File: config.mk
export PLATFORM = sky130hd
export DESIGN_NAME = intersection_scheduler
export DESIGN_NICKNAME = d
export VERILOG_FILES = /design/src/rtl/intersection_scheduler.sv
export SDC_FILE = /design/constraint.sdc
export NUM_CORES = 1
export LEC_CHECK = 0
export BUFFER_PORTS_ARGS = -buffer_cell sky130_fd_sc_hd__buf_2
export CAP_MARGIN = 20
export CORE_MARGIN = 2
export CORE_UTILIZATION = 57
export DETAILED_ROUTE_END_ITERATION = 7
export HOLD_SLACK_MARGIN = 0.05
export PLACE_DENSITY_LB_ADDON = 0.15
export SLEW_MARGIN = 10
export SYNTH_ARGS = -nofsm -noshare
export SYNTH_HDL_FRONTEND = slang
export SYNTH_SLANG_ARGS = --single-unit
export TNS_END_PERCENT = 1
File: constraint.sdc
create_clock -name clk -period 4.1 [get_ports clk]
set_input_delay 1.23 -clock clk [delete_from_list [all_inputs] [get_ports clk]]
set_output_delay 1.23 -clock clk [all_outputs]
set_load 0.01 [all_outputs]
File: src/rtl/intersection_scheduler.sv
// Two-road traffic-light scheduler with demand-driven greens, fixed yellow/all-red
// clearance and a pedestrian walk phase inserted after an all-red.
module intersection_scheduler #(
    parameter int unsigned GREEN_MIN = 8,
    parameter int unsigned GREEN_MAX = 20,
    parameter int unsigned YELLOW_T  = 3,
    parameter int unsigned ALLRED_T  = 2,
    parameter int unsigned WALK_T    = 6
) (
    input  logic       clk,
    input  logic       reset,
    input  logic       car_ns,
    input  logic       car_ew,
    input  logic       ped_req,
    output logic       ns_red,
    output logic       ns_yellow,
    output logic       ns_green,
    output logic       ew_red,
    output logic       ew_yellow,
    output logic       ew_green,
    output logic       walk,
    output logic [2:0] state,
    output logic       ped_pending
);

    typedef enum logic [2:0] {
        S_NS_G  = 3'd0,
        S_NS_Y  = 3'd1,
        S_AR_NS = 3'd2,
        S_EW_G  = 3'd3,
        S_EW_Y  = 3'd4,
        S_AR_EW = 3'd5,
        S_WALK  = 3'd6,
        S_BAD   = 3'd7
    } state_t;

    // Terminal timer values: a state held N cycles ends when tmr == N-1.
    localparam logic [7:0] L_GMIN  = 8'(GREEN_MIN - 1);
    localparam logic [7:0] L_GMAX  = 8'(GREEN_MAX - 1);
    localparam logic [7:0] L_YEL   = 8'(YELLOW_T - 1);
    localparam logic [7:0] L_AR    = 8'(ALLRED_T - 1);
    localparam logic [7:0] L_WALK  = 8'(WALK_T - 1);

    state_t     r_state;
    state_t     w_next;
    logic [7:0] r_tmr;
    logic       r_ped;
    logic       r_last_ns;

    always_comb begin
        w_next = r_state;
        case (r_state)
            S_NS_G:  if ((r_tmr >= L_GMIN && (car_ew || r_ped)) || r_tmr == L_GMAX) w_next = S_NS_Y;
            S_NS_Y:  if (r_tmr == L_YEL) w_next = S_AR_NS;
            S_AR_NS: if (r_tmr == L_AR) w_next = r_ped ? S_WALK : S_EW_G;
            S_EW_G:  if ((r_tmr >= L_GMIN && (car_ns || r_ped)) || r_tmr == L_GMAX) w_next = S_EW_Y;
            S_EW_Y:  if (r_tmr == L_YEL) w_next = S_AR_EW;
            S_AR_EW: if (r_tmr == L_AR) w_next = r_ped ? S_WALK : S_NS_G;
            S_WALK:  if (r_tmr == L_WALK) w_next = r_last_ns ? S_EW_G : S_NS_G;
            default: w_next = S_AR_EW;
        endcase
    end

    always_ff @(posedge clk) begin
        if (reset) begin
            r_state   <= S_AR_EW;
            r_tmr     <= '0;
            r_ped     <= 1'b0;
            r_last_ns <= 1'b0;
        end else begin
            r_state <= w_next;
            r_tmr   <= (w_next != r_state) ? '0 : r_tmr + 8'd1;
            if (r_state == S_NS_G && w_next != S_NS_G)
                r_last_ns <= 1'b1;
            else if (r_state == S_EW_G && w_next != S_EW_G)
                r_last_ns <= 1'b0;
            // Entering WALK consumes the request even if a new press arrives that cycle.
            if (w_next == S_WALK && r_state != S_WALK)
                r_ped <= 1'b0;
            else if (ped_req && r_state != S_WALK)
                r_ped <= 1'b1;
        end
    end

    always_comb begin
        ns_green    = (r_state == S_NS_G);
        ns_yellow   = (r_state == S_NS_Y);
        ew_green    = (r_state == S_EW_G);
        ew_yellow   = (r_state == S_EW_Y);
        ns_red      = !(ns_green || ns_yellow);
        ew_red      = !(ew_green || ew_yellow);
        walk        = (r_state == S_WALK);
        state       = r_state;
        ped_pending = r_ped;
    end

endmodule

* Word level (Yosys, flattened, before mapping)
Cells that the tools add are included.
Word-level totals: bits in registers 13, latch bits 0, RAM bits 0, bits in read-only memories 0, output and inout port bits 11, memories 0
Operators by class: add/sub/neg operators 1, multiply operators 0, divide/modulo/power cells 0, $lt $le $gt $ge 1, equality and inequality tests 14, shift-type cells 0, muxes and demuxes 13, bitwise logic cells 0, reductions and logical operators 19
Operator list (count):
- 2-to-1 mux 3 bit | 9
- case mux 3 bit (7 select lines) | 1
- == test 3 bit, second input constant | 4
- adder 8 x 1 -> 8 bit, second input constant | 1
- == test 8 x 1 -> 1 bit, second input constant | 1
- == test 8 x 2 -> 1 bit, second input constant | 1
- == test 8 x 3 -> 1 bit, second input constant | 1
- == test 8 x 5 -> 1 bit, second input constant | 1
- >= comparator 8 x 3 -> 1 bit, second input constant | 1
- == test 3 x 2 -> 1 bit, second input constant | 2
- logical AND 1 bit | 6
- logical OR 1 bit | 6
- OR reduction 2 bit | 2
- == test 3 x 1 -> 1 bit, second input constant | 1
- logical NOT 3 bit | 1
- != test 3 x 2 -> 1 bit, second input constant | 1
- != test 3 bit | 1
- != test 3 bit, second input constant | 1
- nonzero test 3 bit | 1
- logical NOT 1 bit | 2
- 2-to-1 mux 1 bit | 2
- 2-to-1 mux 2 bit | 1
- nonzero test 2 bit | 1

* Longest topological paths before layout
Gate-level depths: netlist of the first run.
depth after elaboration 9, mapped depth 8

* Least setup slack after synthesis of the first run
OpenSTA, ideal clock, no wires.
path kind input -> register, from input port car_ew, to register r_tmr[1], library setup time 0.080 ns, arrival time 2.375 ns, slack 1.645 ns, stages on the path 5, cell sequence o32a_1 o21a_1 nor4_4 mux2_4 nor3b_1
On the way: word-level cells in the longest chain between the ends 7
Ends and longest elaborated chain:
- start, declared | RTL line 13 | input logic car_ew,
- logical OR 1 bit | RTL line 53 | S_NS_G: if ((r_tmr >= L_GMIN && (car_ew || r_ped)) || r_tmr == L_GMAX) w_next = S_NS_Y;
- logical AND 1 bit | RTL line 53
- logical OR 1 bit | RTL line 53
- 2-to-1 mux 3 bit | RTL line 53
- case mux 3 bit (7 select lines) | RTL line 52 | case (r_state)
- != test 3 bit | RTL line 72 | r_tmr <= (w_next != r_state) ? '0 : r_tmr + 8'd1;
- OR reduction 2 bit (no source line)
- end signal, assigned | RTL line 72
- end, declared | RTL line 46 | logic [7:0] r_tmr;
No other way between the ends. A chain may end at the register's enable or synchronous reset.

* Worst setup path in the final report of the first run
from register r_state[0] (netlist: state[0]), to output port ew_red
On the way: word-level cells in the longest chain between the ends 3, elaborated cells on any way between the ends 4, those cells by class 2 x eq/ne; 2 x reduce/logical
Ends and longest elaborated chain:
- start, declared | RTL line 44 | state_t r_state;
- start signal, assigned | RTL line 71 | r_state <= w_next;
- == test 3 x 2 -> 1 bit / == test 3 bit (equally long branches) | RTL line 88, 89
- logical OR 1 bit (*) | RTL line 91 | ew_red = !(ew_green || ew_yellow);
- logical NOT 1 bit (*) | RTL line 91
- end, declared | RTL line 18 | output logic ew_red,
Mark *: on every way between the ends. The rest lies on a longest branch, timed or not.

==> out/metrics.sh, run 1 <==
OUTCOME='finished, final reports clean'
REG2REG_SLACK_NS=1.64
YS_WARN_COUNT=0
POST_DP_CELL_AREA_SQ_UM=959.7
POSTROUTEWIRELENGTH_MM=1.965
BUFFERING_STAGE_COUNT_ON_THE_WORST_PATH_WITH_INVERTERS_INCLUDED=2
CTS.REPAIR.RESIZED=0
SYNTHDOMINANTCELLAREASHARE_PCT=29.71
SYNTHARSTFLOPSHARE_PCT=0
AREA_USED_BY_MULTI_INPUT_COMBINATIONAL_LOGIC_SQ_UM=581.8
VIAS=857
VERTICAL_EXTENT_OF_THE_DIE_UM=43.20
FINAL-SETUP-VIOL-COUNT=0
YOSYSTOPAREACELL='dfxtp_1'
CLOCKROOTBUFFER='clkbuf_4'
WORST_EP_REQUIRED_TIME_NS=2.87
FINALMAXSLEWVIOLATIONS=0
SYNTHESIZED_AREA_DIVIDED_BY_SYNTHESIZED_CELL_COUNT_SQ_UM=7.890
CRITPATHARRIVALTIME_NS=1.53
PERIOD_SHARE_PCT=67.44
GRT_PASS1_VIAS=793
CRITICAL_PATH_PEAK_FANOUT=9
SYNTHESIS.NETS=119
POST_SYNTH_EDFFS=0
ACHIEVABLE-FREQUENCY_GHz=0.3617
GLOBALROUTEMET1UTIL_PCT=31.43
CORE_AREA_SQ_UM=1471
LAYOUT_CELL_SHARE_WITH_DRIVE_STRENGTH_BEYOND_1_PCT=19.69
SYNTH-SEQ-AREA-SHARE_PCT=29.71
GROUTE.LAYER.MET2.USAGE_PCT=38.21
SYN-INSTANCE-COUNT=111
TIGHTESTPINTRANSITION_NS=0.5702
RSZ_0062_RAISED_AFTER_GLOBAL_ROUTING='no'
TRITONCTS.NUM_BUFFERS=3
GLOBALROUTE.TOTALOVERFLOW=0
FINAL-SEQ-AREA_SQ_UM=260.3
PATH_CLASS='reg -> out'
WORST_IR_DROP_VDD_uV=269.7
SYNTH_SEQ_CELLS=13
CTS.SINK_COUNT=13
DIE_AREA_SQ_UM=1866
LAYOUT_COMMONEST_CELL='buf_2'
CTS_TREE='built'
GR-USAGE-ALL-LAYERS_PCT=23.48
GRT_START_MAX_NET_PINS=15
MOSTFREQUENTLAYOUTCELLS='buf_2, nor2_1, nand2_1, dfxtp_1, inv_1'
POWER.DENSITY_CELL_AREA_nW_PER_UM2=493.1
MAX_CAP_VIOLATIONS=0
PLACEMENT_ROWS=14
WIRE_LENGTH_OF_THE_FIRST_GLOBAL_ROUTING_PASS_MM=3.360
AREA_GROWTH_SYN_TO_LAYOUT_PCT=12.57
HOLD_VIOL=0
POWER_LEAKAGE_nW=0.4220
NUMBER_OF_ANTENNA_VIOLATIONS_AT_THE_FIRST_CHECK_IN_GLOBAL_ROUTING=0
CLK_LATENCY_NS=0.28
CTS.CLK_SLEW.WORST_PATHS_NS=0.08
SYNTH.CELL_AREA_SQ_UM=875.8
LAYOUT_MIN_CYCLE_TIME_NS=2.765
DETAIL_ROUTE.DRC_VIOLATIONS=0
POST_SYNTH_NUM_CELL_TYPES=38
DP_HPWL_MM=1.546
FINAL_CORE_UTIL_PCT=67.01
MAX_STAGE_DELAY_NS=0.49
GRT.BUSIEST_LAYER='met2'
ANTENNA_VIOLATING_NETS_POST_ROUTE=0
CLOCK_SKEW_NS=0.004136
FINAL_NETS=136
GLOBAL_ROUTE.USAGE.MET3_PCT=2.979
POST_DRT_VIA_CELL_RATIO=5.993
SEQUENCE_OF_CELLS_ON_THE_CRITICAL_PATH='inv_1 -> nor3_1 -> nor2_1 -> buf_2'
FIN_TNS_SETUP_NS=0
TIMING.CRITICAL_PATH.SLOWEST_STAGE_CELL='dfxtp_1'
INITIAL_UTILIZATION_PCT=59.52
SYNTH.TOP_CELLS.BY_AREA='dfxtp_1, nor2_1, nand2_1'
FP.DIEW_UM=43.20
FIRSTDRTPASSITERS=4
FILLERS=142
ANTENNA-DIODE-COUNT=0
MAX-SLEW-MARGIN-REL_PCT=61.01
FINALINSTANCEAREA_SQ_UM=985.9
FLOORPLAN.IO_PINS=16
CRITPATHTOPFAMILY='flip-flops'
CRIT_END_ELEMENT='output pin'
WORSTSETUPSTARTPOINTTYPE='flip-flop'
POST_CTS.REPAIR.SETUP_BUFFERS=0
HOLD_BUFFER_COUNT_AT_CTS=0
MIN-DELAY-PATH-CLASS='reg -> reg'
DETAIL_ROUTE.WL_PER_CELL_UM=13.74
CLK_PATH_BUF_DEPTH=2
DRT_ITER0_DRC=26
SYNTH_FF_TYPE='dfxtp_1'
PORTBUFFERS=15
GLOBALPLACE.CONGESTION=0.8786
CTS-HTREE-LEVELS=1
==> sequential cells by signal (all words and copies together), names as in the netlist <==
register / count
r_tmr: 8
state: 3
ped_pending: 1
r_last_ns: 1
==> cell type report <==
cell class | instances | share of cell area, %
clock buffers | 4 | 2.665
flip-flops and latches | 13 | 26.40
inverters | 6 | 2.284
well taps | 16 | 2.030
multi-input cells | 89 | 59.01
repair buffers | 15 | 7.614
==> cells in the mapped netlist, types with 2 or more instances <==
library cell	instances
ha_1	3
nand3_1	5
inv_1	6
xor2_1	5
or2_2	2
clkbuf_1	3
and3_1	5
nand2_1	13
nor4b_1	2
dfxtp_1	13
nor2b_1	5
nand2b_1	2
nor2_1	14
o21ai_0	5
a21oi_1	3
nor3_1	3
==> worst paths after layout <==
kind                            startpoint   endpoint  depth (start not counted)
worst max-delay path              state[0]     ew_red                          4
worst max register to register    r_tmr[3]   r_tmr[1]                          6
worst min-delay path             r_last_ns  r_last_ns                          2
worst min register to register   r_last_ns  r_last_ns                          2
==> worst register-to-register path, cell delays in order (launching register included) <==
cell and delay (ns):
dfxtp_1 0.38, or4_4 0.59, o32a_1 0.36, o21a_1 0.20, nor4_4 0.30, mux2_4 0.38, nor3b_1 0.18
==> stage by stage <==
stage	power (W)	std cells	setup WS, ns	hold slack [ns]
floorplan	0.0003425	111	1.645	0.4388
global placement	0.0003984	139	1.513	0.4613
detailed placement	0.0004051	139	1.478	0.4620
CTS	0.0004859	143	1.349	0.4785
global route	0.0005187	143	1.216	0.5157
finish	0.0004861	143	1.335	0.4771
==> power breakdown <==
| part | internal (W) | switching [W] |
|---|---|---|
| Clock | 0.0000378 | 0.0000443 |
| Sequential | 0.000144 | 0.0000340 |
| Combinational | 0.000104 | 0.000122 |
==> cells by family after synthesis <==
kind of cell             Yosys count  share of synthesized area [%]
AO/OA/AOI/OAI                     23                          19.86
XOR/XNOR                           5                          5.000
adder cells (fa/ha/maj)            3                          4.286
buffers and inverters              9                          3.857
flip-flops                        13                          29.71
multiplexers                       1                          1.714
AND/OR/NAND/NOR                   57                          35.57
==> routing by layer <==
layer / wire length [um] / part of all wire (%)
met1: 878 / 45
met5: 0 / 0
met4: 19 / 0.97
met2: 922 / 47
met3: 144 / 7.3
(Power assumes the default switching activity.)
==> run 2, diff against run 1 <==
- ABC_AREA: not set -> 1
- CORE_UTILIZATION: 57 -> 54
- clock period: 4.1 -> 2.8 ns (I/O delays scaled with it)
==> run 2 against run 1 <==
Routed wire length grew 7.1%. Area after synthesis increased by 3.0%. Worst hold slack worse by 0.0029 ns. Critical path depth stayed put. First-iteration DRC count is 85% higher. Non-clock buffer count is the same. Register-to-register slack worse by 0.62 ns. Critical path type unchanged. Largest power group unchanged.
==> out/metrics.sh, run 2 <==
OUTCOME='finished, final reports clean'
REGMOSTFLOPS='r_tmr'
MOSTFREQUENTLAYOUTCELLS='nand2_1, nor2_1, nand3_1'
YS_WARN_COUNT=0  # unchanged
CRITPATHARRIVALTIME_NS=1.33  # -0.20 ns
ACHIEVABLE-FREQUENCY_GHz=0.4616
HOLD_BUFFER_COUNT_AT_CTS=0  # unchanged
CTS.REPAIR.RESIZED=0  # unchanged
STARTPOINT='state[1]'
CORE_AREA_SQ_UM=1541  # +4.8%
AREA_GROWTH_SYN_TO_LAYOUT_PCT=13.59
POST_SYNTH_NUM_CELL_TYPES=24  # -37%
ANTENNA-DIODE-COUNT=0  # unchanged
SYNTH.CELL_AREA_SQ_UM=902.1  # +3.0%
NUMBER_OF_ANTENNA_VIOLATIONS_AT_THE_FIRST_CHECK_IN_GLOBAL_ROUTING=0  # unchanged
MAX_FFS_PER_REGISTER=8  # unchanged
PERIOD_SHARE_PCT=77.38
CTS-HTREE-LEVELS=1  # unchanged
GR-USAGE-ALL-LAYERS_PCT=24.15  # +0.67 points
TRITONCTS.NUM_BUFFERS=3  # unchanged
DP_HPWL_MM=1.692  # +9.5%
CLOCK_SKEW_NS=0.003528  # -0.0006075 ns
SYNTHESIS.NETS=150  # +26%
DETAIL_ROUTE.DRC_VIOLATIONS=0  # unchanged
CTS.CLK_SLEW.WORST_PATHS_NS=0.08  # about the same
MAX_STAGE_DELAY_NS=0.44  # -0.05 ns
WORST_IR_DROP_VDD_uV=487.5  # +81%
SEQUENCE_OF_CELLS_ON_THE_CRITICAL_PATH='inv_1 -> nor3_4 -> nor2_1 -> buf_2'
GLOBALROUTE.TOTALOVERFLOW=0  # unchanged
CLOCKROOTBUFFER='clkbuf_4'
POST_SYNTH_EDFFS=0  # unchanged
POST_CTS.REPAIR.SETUP_BUFFERS=0  # unchanged
FIN_TNS_SETUP_NS=0  # unchanged
POWER_LEAKAGE_nW=0.5226  # +24%
CLK_LATENCY_NS=0.28  # about the same
MAX-SLEW-MARGIN-REL_PCT=76.94  # +16 points
FP.DIEW_UM=44.87  # +3.9%
POST_DRT_VIA_CELL_RATIO=5.492  # -8.4%
BUFFERING_STAGE_COUNT_ON_THE_WORST_PATH_WITH_INVERTERS_INCLUDED=2  # unchanged
REG2REG_SLACK_NS=1.02  # -0.62 ns
SYNTH-SEQ-AREA-SHARE_PCT=28.85  # -0.87 points
POWER.DENSITY_CELL_AREA_nW_PER_UM2=774.4  # +57%
SYNTH.TOP_CELLS.BY_AREA='dfxtp_1, nand2_1, nor2_1'
GLOBALPLACE.CONGESTION=0.8525  # -3.0%
CELL_TYPES_WITH_THE_HIGHEST_COUNTS_AFTER_SYNTHESIS='nand2_1, nor2_1, nand3_1'
CTS.SINK_COUNT=13  # unchanged
CLK_PATH_BUF_DEPTH=2  # unchanged
INITIAL_UTILIZATION_PCT=58.52  # -1.0 points
RSZ_0062_RAISED_AFTER_GLOBAL_ROUTING='no'
CRITPATHTOPFAMILY='flip-flops'
RR_WORST_DEPTH=9  # +3
WORSTSETUPSTARTPOINTTYPE='flip-flop'
CRIT-REG2REG-CAPTURE='r_tmr[4]'
R2R_STARTPOINT='r_tmr[0]'
PATH_CLASS='reg -> out'
SYNTHDOMINANTCELLAREASHARE_PCT=28.85  # -0.87 points
FINAL_NETS=170  # +25%
LAYOUT_MIN_CYCLE_TIME_NS=2.167
HOLD_VIOL=0  # unchanged
CRITICAL_PATH_PEAK_FANOUT=7  # -2
TERMINATING_PIN_OF_THE_WORST_HOLD_PATH='r_last_ns'
YOSYSTOPAREACELL='dfxtp_1'
WORST_EP_REQUIRED_TIME_NS=1.96  # -0.91 ns
FINALMAXSLEWVIOLATIONS=0  # unchanged
SYNTHESIZED_AREA_DIVIDED_BY_SYNTHESIZED_CELL_COUNT_SQ_UM=6.353  # -19%
TIGHTESTPINTRANSITION_NS=0.3455  # -0.2247 ns
GRT_PASS1_VIAS=858  # +8.2%
LAYOUT_COMMONEST_CELL='nand2_1'
MIN_DELAY_PATH_DEPTH=2  # unchanged
SYNTH_SEQ_CELLS=13  # unchanged
VIAS=972  # +13%
PORTBUFFERS=15  # unchanged
FINAL-SETUP-VIOL-COUNT=0  # unchanged
POST_DP_CELL_AREA_SQ_UM=997.2  # +3.9%
DIE_AREA_SQ_UM=2013  # +7.9%
WIRE_LENGTH_OF_THE_FIRST_GLOBAL_ROUTING_PASS_MM=3.567  # +6.2%
HOLDCRITSTARTPOINT='r_last_ns'
DRT_ITER0_DRC=48  # +85%
PLACEMENT_ROWS=14  # unchanged
MIN-DELAY-PATH-CLASS='reg -> reg'
SYNTH_FF_TYPE='dfxtp_1'
CRIT_END_ELEMENT='output pin'
POSTROUTEWIRELENGTH_MM=2.105  # +7.1%
FINALINSTANCEAREA_SQ_UM=1025  # +3.9%
ANTENNA_VIOLATING_NETS_POST_ROUTE=0  # unchanged
DETAIL_ROUTE.WL_PER_CELL_UM=11.89  # -13%
SYN-INSTANCE-COUNT=142  # +28%
SYNTHARSTFLOPSHARE_PCT=0  # unchanged
FLOORPLAN.IO_PINS=16  # unchanged
TIMING.CRITICAL_PATH.SLOWEST_STAGE_CELL='dfxtp_1'
FIRSTDRTPASSITERS=5  # +1
SYNTH_MOST_COMMON_CELL='nand2_1'
LAYOUT_CELL_SHARE_WITH_DRIVE_STRENGTH_BEYOND_1_PCT=20.50  # +0.81 points
FILLERS=144  # +1.4%
CTS_TREE='built'
VERTICAL_EXTENT_OF_THE_DIE_UM=44.87  # +3.9%
MAX_CAP_VIOLATIONS=0  # unchanged
GRT_START_MAX_NET_PINS=9  # -6
==> run 2: cell types whose count changed after synthesis, moves of 5 or more <==
cell | previous run | this run
and3_1 | 5 | 0
inv_1 | 6 | 17
nand2_1 | 13 | 30
nand3_1 | 5 | 18
nor2_1 | 14 | 28
nor2b_1 | 5 | 0
==> run 2: worst reg2reg max path: stages (launching register included) <==
cell and delay, ns:
dfxtp_1 0.41, ha_1 0.21, nand2_1 0.10, nor2_2 0.18, nand2_1 0.07, nand3_1 0.16, nand3_1 0.14, a21oi_2 0.21
nand3_4 0.14, nor2_1 0.11
==> run 2: layout make-up <==
class | count | area (sq um) | area share [%]
flip-flops and latches | 13 | 260.3 | 25.40
multi-input cells | 109 | 566.8 | 55.31
repair buffers | 15 | 75.07 | 7.326
inverters | 20 | 75.07 | 7.326
clock buffers | 3 | 22.52 | 2.198
clock inverters | 1 | 5.005 | 0.4884
well taps | 16 | 20.02 | 1.954
==> run 2: layer usage <==
metal / share of wire, % / up-vias / track usage [%]
met5: 0 / - / 0
met3: 6.4 / 2 / 6.000
li1: - / 485 / -
met4: 0.71 / 0 / 9.412
met1: 46 / 454 / 31.92
met2: 47 / 31 / 37.97
==> run 2: how the worst max path moves through the flow <==
stage	endpoint	slack, ns	cells after the start
5_1_grt	walk	0.55	3
3_3_place_gp	r_tmr[5]	0.71	9
3_5_place_dp	r_tmr[4]	0.68	9
4_1_cts	ew_red	0.65	4
2_1_floorplan	r_tmr[0]	0.92	8
6_report	ew_red	0.63	4
==> run 2: metrics by stage <==
stage | cells | setup slack (ns) | power, W | hold slack [ns] | utilization (%)
after floorplan | 142 | 0.9224 | 0.0005609 | 0.4336 | -
after global placement | 173 | 0.7148 | 0.0006722 | 0.4594 | 64.69
after detailed placement | 173 | 0.6811 | 0.0006767 | 0.4620 | 64.69
after CTS | 177 | 0.6472 | 0.0007964 | 0.4736 | 66.48
after global routing | 177 | 0.5506 | 0.0008599 | 0.5073 | 66.48
final | 177 | 0.6334 | 0.0007936 | 0.4743 | 66.48
==> run 2: kinds of logic (layout without fill, tap and decap cells) <==
| family | Yosys count | in the layout | synth area share (%) |
|---|---|---|---|
| compound gates | 10 | 10 | 6.241 |
| simple gates | 91 | 91 | 47.57 |
| xor+xnor | 5 | 5 | 4.854 |
| buf+inv | 20 | 39 | 8.322 |
| fa+ha+maj | 3 | 3 | 4.161 |
| flops | 13 | 13 | 28.85 |
==> run 2: where the power goes <==
group | total (W) | switching [W] | internal (W)
clock | 0.000119 | 0.0000663 | 0.0000531
sequential | 0.000254 | 0.0000452 | 0.000209
combinational | 0.000420 | 0.000273 | 0.000147
==> run 3, diff against run 2 <==
- clock period: 2.8 -> 2.2 ns (I/O delays scaled with it)
==> run 3 against run 2 <==
Utilization stayed put. Die area stayed put. Clock power is 27% higher. Flip-flop and latch count stayed put. Via count is 2.1% lower. Routed wire length is 1.9% higher. Clock skew hardly changed. Non-clock buffer count stayed put. First-iteration DRC count is 27% lower. Final cell count stayed put.
==> out/metrics.sh, run 3 (same netlist as run 2, synthesis figures left out) <==
MAX_CAP_VIOLATIONS=0  # unchanged
HOLD_VIOL=0  # unchanged
FIRSTDRTPASSITERS=5  # unchanged
FINAL-SETUP-VIOL-COUNT=0  # unchanged
FINAL_NETS=170  # unchanged
GLOBALROUTE.TOTALOVERFLOW=0  # unchanged
DRT_ITER0_DRC=35  # -27%
FP.DIEW_UM=44.87  # unchanged
MIN-DELAY-PATH-CLASS='reg -> reg'
TIGHTESTPINTRANSITION_NS=0.3324  # -0.01308 ns
REG2REG_SLACK_NS=0.38  # -0.64 ns
CTS-HTREE-LEVELS=1  # unchanged
CTS.CLK_SLEW.WORST_PATHS_NS=0.08  # about the same
FINALMAXSLEWVIOLATIONS=0  # unchanged
FLOORPLAN.IO_PINS=16  # unchanged
CLOCKROOTBUFFER='clkbuf_4'
LAYOUT_CELL_SHARE_WITH_DRIVE_STRENGTH_BEYOND_1_PCT=20.50  # unchanged
ANTENNA_VIOLATING_NETS_POST_ROUTE=0  # unchanged
CORE_AREA_SQ_UM=1541  # unchanged
CRIT-REG2REG-CAPTURE='r_tmr[4]'
SEQUENCE_OF_CELLS_ON_THE_CRITICAL_PATH='inv_1 -> nor3_4 -> nor2_1 -> buf_2'
FILLERS=156  # +8.3%
CTS.REPAIR.RESIZED=0  # unchanged
VIAS=952  # -2.1%
INITIAL_UTILIZATION_PCT=58.52  # unchanged
CRITPATHTOPFAMILY='flip-flops'
PERIOD_SHARE_PCT=90.48
DETAIL_ROUTE.DRC_VIOLATIONS=0  # unchanged
CLK_PATH_BUF_DEPTH=2  # unchanged
RSZ_0062_RAISED_AFTER_GLOBAL_ROUTING='no'
POST_DRT_VIA_CELL_RATIO=5.379  # -2.1%
CLK_LATENCY_NS=0.28  # about the same
TERMINATING_PIN_OF_THE_WORST_HOLD_PATH='r_last_ns'
DIE_AREA_SQ_UM=2013  # unchanged
LAYOUT_COMMONEST_CELL='nand2_1'
TRITONCTS.NUM_BUFFERS=3  # unchanged
MAX-SLEW-MARGIN-REL_PCT=77.81  # +0.87 points
WIRE_LENGTH_OF_THE_FIRST_GLOBAL_ROUTING_PASS_MM=3.953  # +11%
BUFFERING_STAGE_COUNT_ON_THE_WORST_PATH_WITH_INVERTERS_INCLUDED=2  # unchanged
CTS_TREE='built'
WORST_IR_DROP_VDD_uV=806.8  # +65%
RR_WORST_DEPTH=9  # unchanged
NUMBER_OF_ANTENNA_VIOLATIONS_AT_THE_FIRST_CHECK_IN_GLOBAL_ROUTING=0  # unchanged
MOSTFREQUENTLAYOUTCELLS='nand2_1, nor2_1, nand3_1'
FIN_TNS_SETUP_NS=0  # unchanged
MIN_DELAY_PATH_DEPTH=2  # unchanged
PORTBUFFERS=15  # unchanged
GLOBALPLACE.CONGESTION=0.8527  # about the same
GRT.BUSIEST_LAYER='met2'
CLOCK_SKEW_NS=0.003705  # +0.0001774 ns
CRITICAL_PATH_PEAK_FANOUT=7  # unchanged
CTS.SINK_COUNT=13  # unchanged
GRT_START_MAX_NET_PINS=9  # unchanged
FINAL.HOLD.WORST_SLACK_NS=0.4837  # +0.009479 ns
GLOBALROUTEMET1UTIL_PCT=36.66  # +4.7 points
GR-USAGE-ALL-LAYERS_PCT=26.56  # +2.4 points
PATH_CLASS='reg -> out'
AREA_GROWTH_SYN_TO_LAYOUT_PCT=13.59  # unchanged
ANTENNA-DIODE-COUNT=0  # unchanged
TIMING.CRITICAL_PATH.SLOWEST_STAGE_CELL='dfxtp_1'
MAX_FFS_PER_REGISTER=8  # unchanged
VERTICAL_EXTENT_OF_THE_DIE_UM=44.87  # unchanged
DP_HPWL_MM=1.706  # +0.85%
DETAIL_ROUTE.WL_PER_CELL_UM=12.12  # +1.9%
WORST_EP_REQUIRED_TIME_NS=1.54  # -0.42 ns
PLACEMENT_ROWS=14  # unchanged
LAYOUT_MIN_CYCLE_TIME_NS=1.990
HOLDCRITSTARTPOINT='r_last_ns'
REGMOSTFLOPS='r_tmr'
POST_CTS.REPAIR.SETUP_BUFFERS=0  # unchanged
GRT_PASS1_VIAS=917  # +6.9%
CRITPATHARRIVALTIME_NS=1.33  # about the same
ACHIEVABLE-FREQUENCY_GHz=0.5024
POSTROUTEWIRELENGTH_MM=2.145  # +1.9%
COUNT_OF_CELL_INSTANCES_TRAVERSED_BY_THE_CRITICAL_PATH=4  # unchanged
CRIT_END_ELEMENT='output pin'
GROUTE.LAYER.MET2.USAGE_PCT=39.13  # +1.2 points
R2R_STARTPOINT='r_tmr[0]'
WORSTSETUPSTARTPOINTTYPE='flip-flop'
MAX_STAGE_DELAY_NS=0.45  # about the same
GLOBAL_ROUTE.USAGE.MET3_PCT=6.000  # unchanged
HOLD_BUFFER_COUNT_AT_CTS=0  # unchanged
POWER_LEAKAGE_nW=0.5226  # unchanged
POWER.DENSITY_CELL_AREA_nW_PER_UM2=988.1  # +28%
OUTCOME='finished, final reports clean'
==> run 3: cell counts in the layout (fill, tap and decap cells not counted) <==
No cell type changed its count.
==> run 3: how the worst max path moves through the flow <==
| stage | start | end |
|---|---|---|
| finish | state[1] | ew_red |
| global route | state[2] | walk |
| CTS | state[1] | ew_red |
| detailed placement | car_ns | r_tmr[4] |
| global placement | car_ns | r_tmr[5] |
| floorplan | car_ns | r_tmr[0] |
==> run 3: area by class of cell <==
| cell class | instances | area [sq um] | share of cell area (%) |
|---|---|---|---|
| well taps | 16 | 20.02 | 1.954 |
| multi-input cells | 109 | 566.8 | 55.31 |
| repair buffers | 15 | 75.07 | 7.326 |
| inverters | 20 | 75.07 | 7.326 |
| clock inverters | 1 | 5.005 | 0.4884 |
| flip-flops and latches | 13 | 260.3 | 25.40 |
| clock buffers | 3 | 22.52 | 2.198 |
==> run 3: through the flow <==
step           utilization (%)  worst slack [ns]  std cells  power [W]  area (sq um)
6_report                 66.48            0.2095        177   0.001013          1025
5_1_grt                  66.48            0.1045        177   0.001115          1025
4_1_cts                  66.48            0.2116        177   0.001016          1025
3_5_place_dp             64.69            0.2720        173  0.0008645         997.2
3_3_place_gp             64.69            0.2948        173  0.0008555         997.2
2_1_floorplan                -            0.5024        142  0.0007138         902.1
==> run 3: tightest hold or removal path, delay by kind of cell, from the launching register on <==
kind / cells / cell delay, ns
AOI/OAI and AO/OA: 1 / 0.06
and+or+nand+nor: 1 / 0.06
DFF: 1 / 0.32
==> run 3: where the power goes <==
group | total [W] | switching, W | internal [W]
sequential | 0.000324 | 0.0000583 | 0.000266
clock | 0.000151 | 0.0000835 | 0.0000676
combinational | 0.000537 | 0.000350 | 0.000187
total | 0.00101 | 0.000492 | 0.000520
==> run 3: metal layers <==
metal | share of wire (%) | routed length [um]
met4 | 1.8 | 38
met2 | 46 | 989
met1 | 47 | 1013
met3 | 4.8 | 103
met5 | 0 | 0
